File: src/rtl/sc_phase_sequencer_if.sv
// Control/status bundle between a run initiator (master) and the phase sequencer (slave).
interface sc_phase_sequencer_if #(
  parameter int unsigned N_R = 81,
  parameter int unsigned FXP = 8,
  parameter int unsigned LW  = 16
);
  localparam int unsigned D  = N_R * FXP;
  localparam int unsigned AW = (D > 1) ? $clog2(D) : 1;

  logic          start;
  logic          abort;
  logic [LW-1:0] stream_len;
  logic          two_phase_en;
  logic          readout_en;

  logic          compute_en;
  logic          comp_positive_phase;
  logic          read_en;
  logic [AW-1:0] READ_ADDR;
  logic          busy;
  logic          done;

  modport master (
    output start, abort, stream_len, two_phase_en, readout_en,
    input  compute_en, comp_positive_phase, read_en, READ_ADDR, busy, done
  );

  modport slave (
    input  start, abort, stream_len, two_phase_en, readout_en,
    output compute_en, comp_positive_phase, read_en, READ_ADDR, busy, done
  );
endinterface

File: src/rtl/sc_phase_sequencer.sv
// Sequences a stochastic-compute run: positive phase, optional negative phase,
// optional weight readout sweep, then a one-cycle done.
module sc_phase_sequencer #(
  parameter int unsigned N_R = 81,
  parameter int unsigned FXP = 8,
  parameter int unsigned LW  = 16
) (
  input logic                 CLK,
  input logic                 RESET,
  sc_phase_sequencer_if.slave bus
);
  localparam int unsigned D  = N_R * FXP;
  localparam int unsigned AW = (D > 1) ? $clog2(D) : 1;
  localparam logic [AW-1:0] LastAddr = AW'(D - 1);

  typedef enum logic [2:0] {StIdle, StPos, StNeg, StRead, StDone} state_e;

  state_e        state_q, state_d;
  logic [LW-1:0] cnt_q, cnt_d;
  logic [LW-1:0] len_q, len_d;
  logic          two_q, two_d;
  logic          rd_q, rd_d;
  logic [AW-1:0] addr_q, addr_d;

  // State, counters and latched configuration.
  always_ff @(posedge CLK) begin
    if (RESET) begin
      state_q <= StIdle;
      cnt_q   <= '0;
      len_q   <= '0;
      two_q   <= 1'b0;
      rd_q    <= 1'b0;
      addr_q  <= '0;
    end else begin
      state_q <= state_d;
      cnt_q   <= cnt_d;
      len_q   <= len_d;
      two_q   <= two_d;
      rd_q    <= rd_d;
      addr_q  <= addr_d;
    end
  end

  // Next-state and counter logic; cnt_q holds the remaining cycles of the current phase.
  always_comb begin
    state_d = state_q;
    cnt_d   = cnt_q;
    len_d   = len_q;
    two_d   = two_q;
    rd_d    = rd_q;
    addr_d  = addr_q;
    if (bus.abort && (state_q != StIdle)) begin
      state_d = StIdle;
      cnt_d   = '0;
      addr_d  = '0;
    end else begin
      unique case (state_q)
        StIdle: begin
          if (bus.start && !bus.abort) begin
            len_d = bus.stream_len;
            two_d = bus.two_phase_en;
            rd_d  = bus.readout_en;
            if (bus.stream_len != '0) begin
              state_d = StPos;
              cnt_d   = bus.stream_len;
            end else if (bus.readout_en) begin
              state_d = StRead;
            end else begin
              state_d = StDone;
            end
          end
        end
        StPos: begin
          if (cnt_q == LW'(1)) begin
            if (two_q) begin
              state_d = StNeg;
              cnt_d   = len_q;
            end else begin
              state_d = rd_q ? StRead : StDone;
              cnt_d   = '0;
            end
          end else begin
            cnt_d = cnt_q - LW'(1);
          end
        end
        StNeg: begin
          if (cnt_q == LW'(1)) begin
            state_d = rd_q ? StRead : StDone;
            cnt_d   = '0;
          end else begin
            cnt_d = cnt_q - LW'(1);
          end
        end
        StRead: begin
          if (addr_q == LastAddr) begin
            state_d = StDone;
            addr_d  = '0;
          end else begin
            addr_d = addr_q + AW'(1);
          end
        end
        StDone: state_d = StIdle;
        default: begin
          state_d = StIdle;
          cnt_d   = '0;
          addr_d  = '0;
        end
      endcase
    end
  end

  // Outputs decoded from registered state and address only.
  always_comb begin
    bus.compute_en          = (state_q == StPos) || (state_q == StNeg);
    bus.comp_positive_phase = (state_q == StPos);
    bus.read_en             = (state_q == StRead);
    bus.READ_ADDR           = addr_q;
    bus.busy                = (state_q != StIdle);
    bus.done                = (state_q == StDone);
  end
endmodule

File: src/flat_wrapper.sv
// flat-port wrapper written by rule: the top's interface ports become plain ports
module sc_phase_sequencer_flat 
#(
  parameter int unsigned N_R = 81,
  parameter int unsigned FXP = 8,
  parameter int unsigned LW  = 16
)
  (CLK, RESET, bus_start, bus_abort, bus_stream_len, bus_two_phase_en, bus_readout_en, bus_compute_en, bus_comp_positive_phase, bus_read_en, bus_READ_ADDR, bus_busy, bus_done);
  sc_phase_sequencer_if #(.N_R(N_R), .FXP(FXP), .LW(LW)) bus_i ();
  input logic CLK;
  input logic RESET;
  input wire logic [$bits(bus_i.start)-1:0] bus_start;
  input wire logic [$bits(bus_i.abort)-1:0] bus_abort;
  input wire logic [$bits(bus_i.stream_len)-1:0] bus_stream_len;
  input wire logic [$bits(bus_i.two_phase_en)-1:0] bus_two_phase_en;
  input wire logic [$bits(bus_i.readout_en)-1:0] bus_readout_en;
  output wire logic [$bits(bus_i.compute_en)-1:0] bus_compute_en;
  output wire logic [$bits(bus_i.comp_positive_phase)-1:0] bus_comp_positive_phase;
  output wire logic [$bits(bus_i.read_en)-1:0] bus_read_en;
  output wire logic [$bits(bus_i.READ_ADDR)-1:0] bus_READ_ADDR;
  output wire logic [$bits(bus_i.busy)-1:0] bus_busy;
  output wire logic [$bits(bus_i.done)-1:0] bus_done;
  assign bus_i.start = bus_start;
  assign bus_i.abort = bus_abort;
  assign bus_i.stream_len = bus_stream_len;
  assign bus_i.two_phase_en = bus_two_phase_en;
  assign bus_i.readout_en = bus_readout_en;
  assign bus_compute_en = bus_i.compute_en;
  assign bus_comp_positive_phase = bus_i.comp_positive_phase;
  assign bus_read_en = bus_i.read_en;
  assign bus_READ_ADDR = bus_i.READ_ADDR;
  assign bus_busy = bus_i.busy;
  assign bus_done = bus_i.done;
  sc_phase_sequencer #(.N_R(N_R), .FXP(FXP), .LW(LW)) u_core (.CLK(CLK), .RESET(RESET), .bus(bus_i));
endmodule
File: config.mk
export PLATFORM = sky130hd
export DESIGN_NAME = sc_phase_sequencer_flat
export DESIGN_NICKNAME = d
export VERILOG_FILES = /design/src/rtl/sc_phase_sequencer_if.sv /design/src/rtl/sc_phase_sequencer.sv /design/src/flat_wrapper.sv
export SDC_FILE = /design/constraint.sdc
export NUM_CORES = 1
export LEC_CHECK = 0
export CAP_MARGIN = 10
export CORE_ASPECT_RATIO = 2
export CORE_MARGIN = 1
export CORE_UTILIZATION = 55
export CTS_CLUSTER_DIAMETER = 200
export DETAILED_ROUTE_END_ITERATION = 10
export MAX_ROUTING_LAYER = met4
export PLACE_DENSITY = 0.76
export SYNTH_ARGS = -nofsm -noshare
export SYNTH_HDL_FRONTEND = slang
export SYNTH_SLANG_ARGS = --single-unit
File: constraint.sdc
create_clock -name CLK -period 2.35 [get_ports CLK]
set_clock_uncertainty 0.2 [all_clocks]
set_input_delay 0.235 -clock CLK [delete_from_list [all_inputs] [get_ports CLK]]
set_output_delay 0.235 -clock CLK [all_outputs]
set_load 0.02 [all_outputs]
# Yosys cells after proc, flatten, opt, wreduce, memory -nomap -nowiden
# Index checks and enable logic that the tools add are counted.
# word_totals
ff_bits	47
# op_classes
reduce_logical	13
n_addsub	2
bitwise_logic	2
eq_ne	11
n_mux	17
# ops
op	count
2-to-1 mux 16 bit	5
case mux 16 bit (4 select lines)	1
2-to-1 mux 3 bit	8
case mux 10 bit (2 select lines)	1
== test 16 x 1 -> 1 bit, second input constant	1
nonzero test 16 bit	1
subtractor 16 x 1 -> 16 bit, second input constant	1
case mux 3 bit (4 select lines)	1
adder 10 x 1 -> 10 bit, second input constant	1
== test 10 bit, second input constant	1
2-to-1 mux 10 bit	1
!= test 2 x 1 -> 1 bit, second input constant	5
== test 3 x 2 -> 1 bit, second input constant	2
AND reduction 3 bit	2
AND reduction 4 bit	1
OR reduction 2 bit	2
OR reduction 4 bit	1
== test 3 x 1 -> 1 bit, second input constant	1
== test 3 bit, second input constant	1
zero test 3 bit	1
nonzero test 3 bit	1
logical AND 1 bit	2
inverter 1 bit	2
zero test 1 bit	1
logical OR 1 bit	1

# Logic depth before layout (Yosys ltp)
# Gate-level depths: netlist (run 1).
# depth
depth_word	4
ltp_mapped	8
ltp_nobuf	7

# Worst setup path after synthesis (run 1)
# OpenSTA, ideal clock, no wires.
# synth_timing
kind	reg2reg
start	register u_core.state_q[1]
end	register u_core.cnt_q[14]
n_path_buf	2
path_stages_with_launch	8
t_required_ns	2.076
synth_period_minus_slack_ns	2.147
arrival_time_ns	1.873
path_slack_ns	0.203
path_cell_list	dfxtp_1 -> buf_4 -> nor3b_1 -> and2_1 -> and3_2 -> buf_6 -> a21oi_1 -> a31oi_1
# synth_between
elab_cells_between_ends	14
# synth_lines
element	line	text
start, declared	sc_phase_sequencer.sv:18	state_e state_q, state_d;
start signal, assigned	sc_phase_sequencer.sv:28	state_q <= StIdle;
start signal, assigned	sc_phase_sequencer.sv:35	state_q <= state_d;
== test 3 x 1 -> 1 bit	-	
named net bus_comp_positive_phase	flat_wrapper.sv:18	output wire logic [$bits(bus_i.comp_positive_phase)-1:0] bus_comp_positive_phase;
case mux 16 bit (4 select lines)	sc_phase_sequencer.sv:57	unique case (state_q)
end signal, assigned	sc_phase_sequencer.sv:36	cnt_q <= cnt_d;
end, declared	sc_phase_sequencer.sv:19	logic [LW-1:0] cnt_q, cnt_d;
# The timed path passes the listed nets, and every way through them passes these cells.
# A chain may end at the register's enable or synchronous reset.

# Worst setup path after layout (run 1)
# layout_timing
start	register u_core.state_q[0]
end	output port bus_done
# layout_between
elab_chain_len	1
# layout_lines
element	line	text
== test 3 bit	sc_phase_sequencer.sv:119	bus.done = (state_q == StDone);
end, declared	flat_wrapper.sv:22	output wire logic [$bits(bus_i.done)-1:0] bus_done;
# No other way between the ends.

==> flow_metrics.env, run 1 <==
export IMPL_status="complete, no violations"
export IMPL_cts_sinks=47
export IMPL_wl_per_cell_um=18.07
export IMPL_setup_ws_ns=0.06051
export IMPL_ys_warn_count=0
export IMPL_clkTransAtPathRegs_ns=0.08
export IMPL_drc_errors=0
export IMPL_dpl_worst_slack_ns=-0.08914
export IMPL_grt_pass1_wl_mm=13.03
export IMPL_synth_cell_area_um2=2690
export IMPL_dp_hpwl_mm=6.173
export IMPL_vias=2846
export IMPL_grt_pass1_vias=2796
export IMPL_yosysMostFrequentCell="nand2_1"
export IMPL_detail_route_antenna_nets=0
export IMPL_synthArstFlopShare=0
export IMPL_clk_path_buf_depth=2
export IMPL_crit_start="u_core.state_q[0]"
export IMPL_synth_area_leaders="dfxtp_1 (35%), nand2_1 (7.3%), a21oi_1 (4.8%)"
export IMPL_n_antenna_cell=0
export IMPL_rr_startpoint="u_core.cnt_q[3]"
export IMPL_reg2reg_slack_ns=0.13
export IMPL_period_needed_ns=2.289
export IMPL_gp_congestion=1.007
export IMPL_max_slew_margin=0.5515
export IMPL_path_class="flip-flop to output port"
export IMPL_synthFlopType="dfxtp_1"
export IMPL_clock_latency_ns=0.30
export IMPL_setup_viol_count_final=0
export IMPL_hold_start="u_core.len_q[14]"
export IMPL_netlist_top_cells_count="nand2_1 (52), dfxtp_1 (47), a21oi_1 (26)"
export IMPL_ir_worst_vdd_mv=0.8815
export IMPL_drv_slew=0
export IMPL_antenna_found_initial=0
export IMPL_holdBufCountCts=0
export IMPL_viasPerCell=6.296
export IMPL_wirelength_mm=8.166
export IMPL_rr_worst_depth=6
export IMPL_crit_required_ns=1.91
export IMPL_drtIter0Drc=138
export IMPL_seq_area_frac_synth=0.3498
export IMPL_die_w_um=51.45
export IMPL_drtPass1Iterations=5
export IMPL_htreeDepth=2
export IMPL_dpl_instance_area_um2=3344
export IMPL_powerDensity_nw_per_um2=1291
export IMPL_yosysTopAreaCellShare=0.3498
export IMPL_whs_path_depth=2
export IMPL_synth_cell_types=65
export IMPL_synth_edf_count=0
export IMPL_port_buffers=36
export IMPL_nNetsFinal=421
export IMPL_synth_seq_cells=47
export IMPL_grt_use_total=0.3436
export IMPL_io_pins=37
export IMPL_arrival_ns=1.85
export IMPL_cts_made_buffers=5
export IMPL_grt_overflow=0
export IMPL_drive_above_1_share=0.1864
export IMPL_syn_avg_cell_area_um2=8.177
export IMPL_area_growth_pct=28.00
export IMPL_crit_path_start_kind="flip-flop"
export IMPL_design_core_area_um2=4642
export IMPL_hold_violations=0
export IMPL_fp_dieH_um=100.9
export IMPL_reg2reg_to="u_core.cnt_q[14]"
export IMPL_p_leak_nw=1.306
export IMPL_hold_class="flip-flop to flip-flop"
export IMPL_path_max_fanout=10
export IMPL_syn_nets=354
export IMPL_worst_pin_slew_ns=0.6683
export IMPL_post_cts_buffers=0
export IMPL_die_area_um2=5192
export IMPL_postSynthCellCount=329
export IMPL_cts_tree="built"
export IMPL_rsz0062_at_grt="false"
export IMPL_clock_fmax_mhz=436.8
export IMPL_finalCritPeriodShare=0.9742
export IMPL_yosys_area_top_type="dfxtp_1"
export IMPL_rows=35
export IMPL_cp_end_kind="output port"
export IMPL_start_util=0.5795
export IMPL_grt_max_degree=19
export IMPL_max_cap_violations=0
export IMPL_cts_root_buf="clkbuf_8"
export IMPL_cp_endpoint="bus_done"
export IMPL_stdcell_area_um2=3443
[power by group]
part	switching [mW]	leakage, nW	total (mW)	internal [mW]
clock	0.284	0.0402	0.492	0.207
combinational	1.56	0.882	2.75	1.18
sequential	0.231	0.384	1.21	0.977
total	2.08	1.31	4.45	2.37
[critical path, cell delays in order (launching register included)]
cell	delay (ns)
dfxtp_2	0.39
buf_4	0.18
nor2_1	0.20
and2_1	0.18
clkdlybuf4s50_1	0.61
[kinds of logic after synthesis]
family                     Yosys count  share of synthesized area
adders and majority gates            4                    0.01768
AOI/OAI and AO/OA                  101                     0.2702
muxes                                2                   0.007442
buffers and inverters               29                    0.05489
and+or+nand+nor                    136                     0.2674
DFF                                 47                     0.3498
xor gates and xnor gates            10                    0.03256
[how the worst min path moves through the flow]
stage / end / slack, ns
2_1_floorplan: u_core.len_q[0] / 0.17
3_3_place_gp: u_core.len_q[7] / 0.24
3_5_place_dp: u_core.len_q[7] / 0.25
4_1_cts: u_core.len_q[7] / 0.26
5_1_grt: u_core.len_q[3] / 0.27
6_report: u_core.len_q[14] / 0.26
[sequential cells by signal, summed over array words and instances (netlist names)]
register and cells:
u_core.rd_q 1, u_core.len_q 16, u_core.cnt_q 16, u_core.state_q 3, u_core.bus.READ_ADDR 10, u_core.two_q 1
[metrics by stage]
stage	std cells	hold slack, ns	util	total power, mW	TNS (ns)
finish	452	0.2632	0.7418	4.446	0
floorplan	329	0.1710	-	2.931	0
detailed placement	444	0.2468	0.7205	3.881	-0.6107
global route	452	0.2723	0.7418	4.729	0
global placement	444	0.2420	0.7205	3.836	-0.4443
CTS	452	0.2591	0.7402	4.376	0
[area by class of cell]
class / count / area, um2
flip-flops and latches: 47 / 945.9
multi-input cells: 253 / 1607
repair buffers: 79 / 695.7
clock inverters: 3 / 20.02
well taps: 55 / 68.82
clock buffers: 5 / 68.82
fillers: 372 / 1199
inverters: 10 / 37.54
[placed cells by master (no fill, tap or decap), types with 3 or more instances in the layout]
master / count
buf_4: 42
and4_1: 3
nor2_1: 21
xor2_1: 6
a31oi_1: 7
ha_1: 3
and3_1: 3
a222oi_1: 3
o211ai_1: 3
o2bb2ai_1: 7
a21o_1: 5
xnor2_1: 4
dfxtp_1: 45
o21ai_1: 3
a21oi_1: 26
clkdlybuf4s50_1: 36
and2_1: 5
nand4_1: 9
o21ai_0: 13
nand3b_1: 3
a211oi_1: 3
clkbuf_8: 5
inv_1: 8
nand2b_1: 3
o22ai_1: 4
a221oi_1: 8
nor4_1: 8
nand3_1: 3
nand2_1: 52
nor3_1: 8
[per-layer routing]
layer / track usage / part of all wire / vias up
li1: - / - / 1355
met1: 0.3445 / 0.35 / 1332
met2: 0.6164 / 0.55 / 129
met3: 0.04072 / 0.056 / 30
met4: 0.1913 / 0.044 / 0
met5: - / 0 / -
[timing repair]
action	4_1_cts	5_1_grt
endpoints found under the setup margin	1	2
hold endpoints to repair	0	0
gates cloned	0	0
pin swaps	0	1
resized for setup	2	2
Power figures use the tool's default switching activity.
==> inputs of run 2 (changes only) <==
--- a/config.mk
+++ b/config.mk
@@ -10,6 +10,7 @@
 export CORE_MARGIN = 1
 export CORE_UTILIZATION = 55
 export CTS_CLUSTER_DIAMETER = 200
+export CTS_CLUSTER_SIZE = 16
 export DETAILED_ROUTE_END_ITERATION = 10
 export MAX_ROUTING_LAYER = met4
 export PLACE_DENSITY = 0.76
==> results of run 2 <==
Same layout as run 1: the final DEF is identical, and so are final timing and power.
